**src/rtl/dbg_display_pkg.sv**
```systemverilog
`default_nettype none
// ============================================================================
// Package     : dbg_display_pkg
// Description : Shared constants and the hex-to-7-segment decoder used by the
//               debug display multiplexer.
//               SEG_BLANK - all segments (and DP) off, active-low
//               CNT_W     - width of the optional event counters
//               hex_to_seg - nibble -> active-low segments {g,f,e,d,c,b,a}
// Revision    : 1.0 - initial release
// ============================================================================
package dbg_display_pkg;

  localparam logic [7:0] SEG_BLANK = 8'hFF;
  localparam int         CNT_W     = 16;

  // Active-low segment pattern, bit order {g,f,e,d,c,b,a}.
  function automatic logic [6:0] hex_to_seg(input logic [3:0] nibble);
    logic [6:0] seg;
    case (nibble)
      4'h0:    seg = 7'h40;
      4'h1:    seg = 7'h79;
      4'h2:    seg = 7'h24;
      4'h3:    seg = 7'h30;
      4'h4:    seg = 7'h19;
      4'h5:    seg = 7'h12;
      4'h6:    seg = 7'h02;
      4'h7:    seg = 7'h78;
      4'h8:    seg = 7'h00;
      4'h9:    seg = 7'h10;
      4'hA:    seg = 7'h08;
      4'hB:    seg = 7'h03;
      4'hC:    seg = 7'h46;
      4'hD:    seg = 7'h21;
      4'hE:    seg = 7'h06;
      default: seg = 7'h0E;
    endcase
    return seg;
  endfunction

endpackage : dbg_display_pkg
`default_nettype wire

```
**src/rtl/pulse_stretcher.sv**
```systemverilog
`default_nettype none
// ============================================================================
// Module      : pulse_stretcher
// Description : Retriggerable pulse stretcher. A one-cycle evt pulse keeps
//               led high for STRETCH_CYC clocks, starting one clock after the
//               pulse. A pulse while active restarts the on-time. clr forces
//               the stretcher idle and wins over a simultaneous pulse.
// Ports       : clk_sys - system clock
//               rst     - asynchronous active-high reset
//               evt     - single-cycle event pulse
//               clr     - synchronous clear
//               led     - stretched, registered event indication
// Revision    : 1.0 - initial release
// ============================================================================
module pulse_stretcher
  import dbg_display_pkg::*;
#(
  parameter int STRETCH_CYC = 10000000
) (
  input  logic clk_sys,
  input  logic rst,
  input  logic evt,
  input  logic clr,
  output logic led
);

  localparam int            CW     = $clog2(STRETCH_CYC + 1);
  localparam logic [CW-1:0] RELOAD = CW'(STRETCH_CYC);

  generate
    if (STRETCH_CYC < 1) begin : g_err_stretch
      $error("pulse_stretcher: STRETCH_CYC must be at least 1");
    end
  endgenerate

  logic [CW-1:0] r_cnt;
  logic [CW-1:0] w_cnt_nxt;
  logic          r_led;

  always_comb begin
    w_cnt_nxt = r_cnt;
    if (clr) begin
      w_cnt_nxt = '0;
    end else if (evt) begin
      w_cnt_nxt = RELOAD;
    end else if (r_cnt != '0) begin
      w_cnt_nxt = r_cnt - 1'b1;
    end
  end

  // led is registered from the next count so it tracks (count != 0) exactly,
  // rising on the edge that samples the pulse.
  always_ff @(posedge clk_sys or posedge rst) begin
    if (rst) begin
      r_cnt <= '0;
      r_led <= 1'b0;
    end else begin
      r_cnt <= w_cnt_nxt;
      r_led <= (w_cnt_nxt != '0);
    end
  end

  assign led = r_led;

endmodule : pulse_stretcher
`default_nettype wire

```
**src/rtl/dbg_display_mux.sv**
```systemverilog
`default_nettype none
// ============================================================================
// Module      : dbg_display_mux
// Description : Debug display and event monitor. Shows one of NUM_CH 32-bit
//               debug words in hex on a time-multiplexed 7-segment display
//               (DP marks the selected channel number) and stretches
//               single-cycle event pulses onto LEDs.
//               Optional feature macro: DBG_EVT_CNT_EN - adds per-event 16-bit
//               saturating counters that can be shown instead of a channel
//               when show_cnt is set at snapshot load.
// Ports       : clk_sys  - system clock
//               rst      - asynchronous active-high reset
//               ch_data  - packed debug words, channel k = [32k+31:32k]
//               ch_sel   - channel select
//               freeze   - hold the current snapshot
//               evt_in   - single-cycle event pulses
//               evt_clr  - synchronous clear of stretchers and counters
//               show_cnt - show event counter (optional feature only)
//               cathodes - active-low segments, [7]=DP, [6:0]=g..a
//               AN       - active-low digit enables
//               led      - stretched events
// Revision    : 1.0 - initial release
// ============================================================================
module dbg_display_mux
  import dbg_display_pkg::*;
#(
  parameter int CLK_FREQ_HZ = 100000000,
  parameter int SCAN_HZ     = 1000,
  parameter int NUM_CH      = 4,
  parameter int DIGITS      = 8,
  parameter int EVT_W       = 8,
  parameter int STRETCH_CYC = 10000000
) (
  input  logic                       clk_sys,
  input  logic                       rst,
  input  logic [NUM_CH*32-1:0]       ch_data,
  input  logic [$clog2(NUM_CH)-1:0]  ch_sel,
  input  logic                       freeze,
  input  logic [EVT_W-1:0]           evt_in,
  input  logic                       evt_clr,
  input  logic                       show_cnt,
  output logic [7:0]                 cathodes,
  output logic [DIGITS-1:0]          AN,
  output logic [EVT_W-1:0]           led
);

  localparam int SCAN_DIV = CLK_FREQ_HZ / (SCAN_HZ * DIGITS);
  localparam int PRE_W    = (SCAN_DIV > 1) ? $clog2(SCAN_DIV) : 1;
  localparam int DIG_W    = (DIGITS > 1) ? $clog2(DIGITS) : 1;
  localparam int SEL_W    = $clog2(NUM_CH);

  localparam logic [PRE_W-1:0] PRE_LAST = PRE_W'(SCAN_DIV - 1);
  localparam logic [DIG_W-1:0] DIG_LAST = DIG_W'(DIGITS - 1);

  generate
    if (SCAN_DIV < 1) begin : g_err_scan_div
      $error("dbg_display_mux: CLK_FREQ_HZ/(SCAN_HZ*DIGITS) must be at least 1");
    end
    if (NUM_CH < 2 || NUM_CH > 16) begin : g_err_num_ch
      $error("dbg_display_mux: NUM_CH must be in 2..16");
    end
    if (DIGITS < 1 || DIGITS > 8) begin : g_err_digits
      $error("dbg_display_mux: DIGITS must be in 1..8");
    end
  endgenerate

  // --------------------------------------------------------------------------
  // Scan prescaler and digit index
  // --------------------------------------------------------------------------
  logic [PRE_W-1:0] r_pre;
  logic [DIG_W-1:0] r_digit;
  logic [DIG_W-1:0] w_digit_nxt;
  logic             w_tick;
  logic             w_load;

  assign w_tick      = (r_pre == PRE_LAST);
  assign w_digit_nxt = (r_digit == DIG_LAST) ? '0 : r_digit + 1'b1;
  // Snapshot refresh only on the wrap to digit 0 so a whole frame is coherent.
  assign w_load      = w_tick && (r_digit == DIG_LAST) && !freeze;

  // --------------------------------------------------------------------------
  // Source word for the snapshot
  // --------------------------------------------------------------------------
  logic [31:0] w_ch_word;
  logic [31:0] w_load_word;
  logic        w_load_cnt;

  assign w_ch_word = 32'(ch_data >> {ch_sel, 5'b00000});

`ifdef DBG_EVT_CNT_EN
  localparam logic [CNT_W-1:0] CNT_MAX = '1;

  logic [CNT_W-1:0] r_cnt [EVT_W];
  logic [CNT_W-1:0] w_cnt_pick;
  logic [7:0]       w_cnt_idx;

  always_ff @(posedge clk_sys or posedge rst) begin
    if (rst) begin
      for (int k = 0; k < EVT_W; k++) begin
        r_cnt[k] <= '0;
      end
    end else begin
      for (int k = 0; k < EVT_W; k++) begin
        if (evt_clr) begin
          r_cnt[k] <= '0;
        end else if (evt_in[k] && (r_cnt[k] != CNT_MAX)) begin
          r_cnt[k] <= r_cnt[k] + 1'b1;
        end
      end
    end
  end

  // Channel select doubles as the event index, folded into range.
  assign w_cnt_idx = 8'(32'(ch_sel) % EVT_W);

  always_comb begin
    w_cnt_pick = '0;
    for (int k = 0; k < EVT_W; k++) begin
      if (w_cnt_idx == 8'(k)) begin
        w_cnt_pick = r_cnt[k];
      end
    end
  end

  assign w_load_cnt  = show_cnt;
  assign w_load_word = show_cnt ? {w_cnt_idx, 8'h00, w_cnt_pick} : w_ch_word;
`else
  logic w_unused_show_cnt;
  assign w_unused_show_cnt = show_cnt;
  assign w_load_cnt        = 1'b0;
  assign w_load_word       = w_ch_word;
`endif

  // --------------------------------------------------------------------------
  // Snapshot registers and display outputs
  // --------------------------------------------------------------------------
  logic [31:0]       r_snap;
  logic [SEL_W-1:0]  r_snap_sel;
  logic              r_snap_cnt;
  logic [31:0]       w_snap_nxt;
  logic [SEL_W-1:0]  w_snap_sel_nxt;
  logic              w_snap_cnt_nxt;
  logic [3:0]        w_nib;
  logic              w_dp_on;
  logic [7:0]        r_cathodes;
  logic [DIGITS-1:0] r_an;

  assign w_snap_nxt     = w_load ? w_load_word : r_snap;
  assign w_snap_sel_nxt = w_load ? ch_sel      : r_snap_sel;
  assign w_snap_cnt_nxt = w_load ? w_load_cnt  : r_snap_cnt;

  // Outputs are computed from the post-tick digit/snapshot so they change on
  // the same edge as the index, i.e. in the cycle after scan_tick.
  assign w_nib   = 4'(w_snap_nxt >> {w_digit_nxt, 2'b00});
  assign w_dp_on = !w_snap_cnt_nxt && (32'(w_digit_nxt) == 32'(w_snap_sel_nxt));

  always_ff @(posedge clk_sys or posedge rst) begin
    if (rst) begin
      r_pre      <= '0;
      r_digit    <= DIG_LAST;
      r_snap     <= '0;
      r_snap_sel <= '0;
      r_snap_cnt <= 1'b0;
      r_an       <= '1;
      r_cathodes <= SEG_BLANK;
    end else begin
      r_pre <= w_tick ? '0 : r_pre + 1'b1;
      if (w_tick) begin
        r_digit    <= w_digit_nxt;
        r_snap     <= w_snap_nxt;
        r_snap_sel <= w_snap_sel_nxt;
        r_snap_cnt <= w_snap_cnt_nxt;
        r_an       <= ~(DIGITS'(1) << w_digit_nxt);
        r_cathodes <= {~w_dp_on, hex_to_seg(w_nib)};
      end
    end
  end

  assign AN       = r_an;
  assign cathodes = r_cathodes;

  // --------------------------------------------------------------------------
  // Event stretchers
  // --------------------------------------------------------------------------
  generate
    for (genvar g = 0; g < EVT_W; g++) begin : g_evt
      pulse_stretcher #(
        .STRETCH_CYC (STRETCH_CYC)
      ) u_stretch (
        .clk_sys (clk_sys),
        .rst     (rst),
        .evt     (evt_in[g]),
        .clr     (evt_clr),
        .led     (led[g])
      );
    end
  endgenerate

endmodule : dbg_display_mux
`default_nettype wire

```
**config.mk**
```make
export PLATFORM = sky130hd
export DESIGN_NAME = dbg_display_mux
export DESIGN_NICKNAME = d
export VERILOG_FILES = /design/src/rtl/dbg_display_pkg.sv /design/src/rtl/pulse_stretcher.sv /design/src/rtl/dbg_display_mux.sv
export SDC_FILE = /design/constraint.sdc
export NUM_CORES = 1
export LEC_CHECK = 0
export ABC_AREA = 0
export BUFFER_PORTS_ARGS = -buffer_cell sky130_fd_sc_hd__buf_2
export CORE_MARGIN = 4
export CORE_UTILIZATION = 54
export DETAILED_ROUTE_END_ITERATION = 10
export PLACE_DENSITY = 0.78
export RECOVER_POWER = 50
export SYNTH_ARGS = -nofsm -noshare
export SYNTH_HDL_FRONTEND = slang
export SYNTH_SLANG_ARGS = --single-unit
export TNS_END_PERCENT = 100
```
**constraint.sdc**
```tcl
create_clock -name clk_sys -period 7.51 [get_ports clk_sys]
set_input_delay 0 -clock clk_sys [delete_from_list [all_inputs] [get_ports clk_sys]]
set_output_delay 0 -clock clk_sys [all_outputs]
set_load 0.005 [all_outputs]
```
==> metrics <==
Sw Pwr=1.062 mW; multi-input logic area=0.007791 mm^2; CP dominant cell by count=ha_1; DRC violations left=0; fraction of layout instances using a drive strength above 1=0.1796; CTS Buf Count=30; FILL cells=2115; Die ar.=0.03059 mm^2; htree depth=1; Hold/Removal Path Class=input port to flip-flop; Fin. Hold Viols=0; Slew Limit Fails=118; CTS tree=done; vias in the first global route=12385; commonest non-fill, non-tap cell in the layout=dfrtp_1; Net Sw Frac=0.2797; post-synth top area share=0.4142; Seq/Total Area, Yosys=0.4474; worst slack at placement=3.396 ns; syn nets=1694; skew final=0.008547 ns; Fmax=0.2387 GHz; total setup buffers inserted after CTS=0; P_leak=7.700 nW; Sequential Power Share=0.422; largest cells by area after synthesis=dfrtp_1 (41%), xnor2_1 (6.5%), mux4_2 (5.7%); RSZ-0062 raised after global routing=false; Crit Path Class=flip-flop to flip-flop; via count=12410; final setup margin=3.320 ns; period utilization=0.5579; EDFF count, synth=0; CP max stage delay=0.66 ns; WP buf/inv=1; Inserted Diodes=0; GRT Overall Usage=0.2377; Synth area leader=dfrtp_1; Period minus WS final=4.190 ns; part of the total power dissipated in the clock network=0.388; synthesized cell area=0.01504 mm^2; combinational share of power=0.190; # rows=60; Crit-path slowest cell=o2bb2ai_1; Arr. time, crit path=4.66 ns; status=complete, but fails checks; core area=0.02718 mm^2; Vias/cell=5.854; PortBufs=165; # nets final=1898; GPL Wtd Cong=0.8446; clock latency on the worst-skew pair=0.54 ns; final WL=37.11 mm; Worst-path clk slew=0.06 ns; num ports=167; initial core utilization=0.5535; max-cap viol count=1; GR Overflow Total=0; CP cell instances=ha_1 -> ha_1 -> nand4b_1 -> nor4_4 -> buf_4 -> mux2_2 -> mux4_2 -> o2bb2ai_1 -> xor2_1 -> a221o_1 -> o21ai_1; post-DP HPWL=25.16 mm; critical path fanouts, max=38; Final Setup Violations=0; crit start category=flip-flop; Crit. End Element=flip-flop; Slew HR=-2.517; clock sinks=268; syn avg cell area=9.883 um^2; Layout Area Growth over Synthesis=18.26%; worst vdd ir=170.7 uV; Syn Inst Count=1522; Routed wire per std cell=17.50 um; 1st-iter DRT viols=890; WP data required=7.98 ns; Die Wd=174.9 um; clk buf depth=3; first-pass GRT wire length=61.05 mm; Top Family by Delay on Critical Path=compound AO/OA/AOI/OAI gates; asr flop ratio synth=1.000; commonest non-fill, non-tap cells in the layout=dfrtp_1 (249), nor2_1 (209), buf_2 (153), xnor2_1 (111), nand2_1 (97); register area=0.006730 mm^2; Yosys warnings=0; internal cell power=2.735 mW; Post-DRT Antenna Nets=0; root buffer cell=clkbuf_16; synthesis-stage register bit count=268; worst slew pin tran=5.247 ns; drt pass-1 iters=5; hold_ws=0.04127 ns; pin count of the biggest net entering global routing=153; Netlist cell types=82; most used flip-flop cell after synthesis=dfrtp_1; setup_tns=0 ns; Die Span Y=174.9 um; initial antenna violation count=0; violated checks=max-capacitance violations, max-slew violations; Pwr per Cell Area=213.5 mW/mm^2
-- layout make-up --
class / instances / area share
multi-input combinational: 1131 / 0.4380
sequential: 268 / 0.3783
timing repair buffer: 244 / 0.09003
clock buffer: 43 / 0.05064
tap: 372 / 0.02617
inverter: 51 / 0.01083
clock inverter: 11 / 0.005979
-- power groups by stage --
stage                     clock, mW  combinational (mW)  sequential [mW]
after floorplan                   0               0.526             1.60
after global placement            0               0.653             1.62
after detailed placement          0               0.672             1.62
after CTS                      1.50               0.717             1.60
after global routing           1.55               0.800             1.61
final                          1.47               0.722             1.60
-- cell usage after synthesis, types with 3 or more instances --
library cell and count:
dfrtp_1 249, nor2_1 209, xnor2_1 111, nand2_1 97, a21oi_1 92, nor3_1 74
nor4_1 62, xor2_1 61, clkbuf_1 48, inv_1 47, mux4_2 38, nand3_1 38
or3_1 33, ha_1 29, a31oi_1 25, mux2_2 24, or4_1 24, dfstp_2 19
o21ai_0 15, nand4_1 13, a211oi_1 12, nand2b_1 12, or2_2 12, nand3b_1 11
nor2b_1 11, o31ai_1 10, mux2i_1 9, and3_1 8, buf_4 8, buf_2 7
nor3b_1 7, a21o_1 6, buf_1 6, nand4b_1 6, nor4b_1 6, o21ai_1 5
a31o_2 4, and2_1 4, clkinv_1 4, nor4_2 4, o211ai_1 4, a311oi_1 3
o21a_1 3, o22a_1 3, o41ai_1 3
-- cell families after synthesis --
| kind of cell | Yosys count | synth area share |
|---|---|---|
| flops | 268 | 0.4474 |
| fa+ha+maj | 29 | 0.02412 |
| simple gates | 647 | 0.2216 |
| buf+inv | 123 | 0.03502 |
| xor+xnor | 172 | 0.1001 |
| mux | 73 | 0.08310 |
| compound gates | 210 | 0.08859 |
-- through the flow --
| stage | instance area [um^2] | utilization | std cells | power, mW |
|---|---|---|---|---|
| floorplan | 15040 | - | 1522 | 2.127 |
| global placement | 16060 | 0.5910 | 1992 | 2.271 |
| detailed placement | 16060 | 0.5910 | 1992 | 2.294 |
| CTS | 17810 | 0.6553 | 2120 | 3.813 |
| global route | 17790 | 0.6546 | 2120 | 3.967 |
| finish | 17790 | 0.6546 | 2120 | 3.797 |
-- worst paths after layout --
check / startpoint / slack [ns] / to / cells past startpoint
worst max-delay path: r_digit[0]$_DFFE_PP1N_ / 3.32 / cathodes[0]$_DFFE_PP1N_ / 11
worst min-delay path: ch_data[121] / 0.04 / r_snap[25]$_DFFE_PP0N_ / 3
worst max register to register: r_digit[0]$_DFFE_PP1N_ / 3.32 / cathodes[0]$_DFFE_PP1N_ / 11
worst min register to register: AN[4]$_DFFE_PP1N_ / 0.49 / AN[4]$_DFFE_PP1N_ / 2
max in group asynchronous: rst / 3.55 / g_evt[3].u_stretch.r_cnt[2]$_DFF_PP0_ / 3
min in group asynchronous: rst / 1.59 / r_snap[4]$_DFFE_PP0N_ / 3
-- repair_timing --
| action | in CTS | in global routing |
|---|---|---|
| hold endpoints to repair | 220 | 0 |
| endpoints found under the setup margin | 0 | 0 |
| hold buffers | 74 | 0 |
| resized for setup | 0 | 0 |
-- state kept, by name (all words and copies together) (netlist names) --
name and count:
r_snap_cnt 1, r_pre 14, AN 8, g_evt.u_stretch.r_cnt 192
r_snap_sel 2, r_snap 32, g_evt.u_stretch.led 8, cathodes 8
r_digit 3
-- worst reg2reg max path: stages (launching register included) --
cell,delay [ns]
dfstp_2,0.58
ha_1,0.22
ha_1,0.29
nand4b_1,0.20
nor4_4,0.17
buf_4,0.46
mux2_2,0.45
mux4_2,0.50
o2bb2ai_1,0.66
xor2_1,0.15
a221o_1,0.33
o21ai_1,0.12
-- routing by layer --
layer	GRT usage	routed length (um)
met5	0	0
met4	0.09231	1632
met3	0.03981	1929
met2	0.4137	18400
met1	0.2979	15150
(Power assumes the default switching activity.)
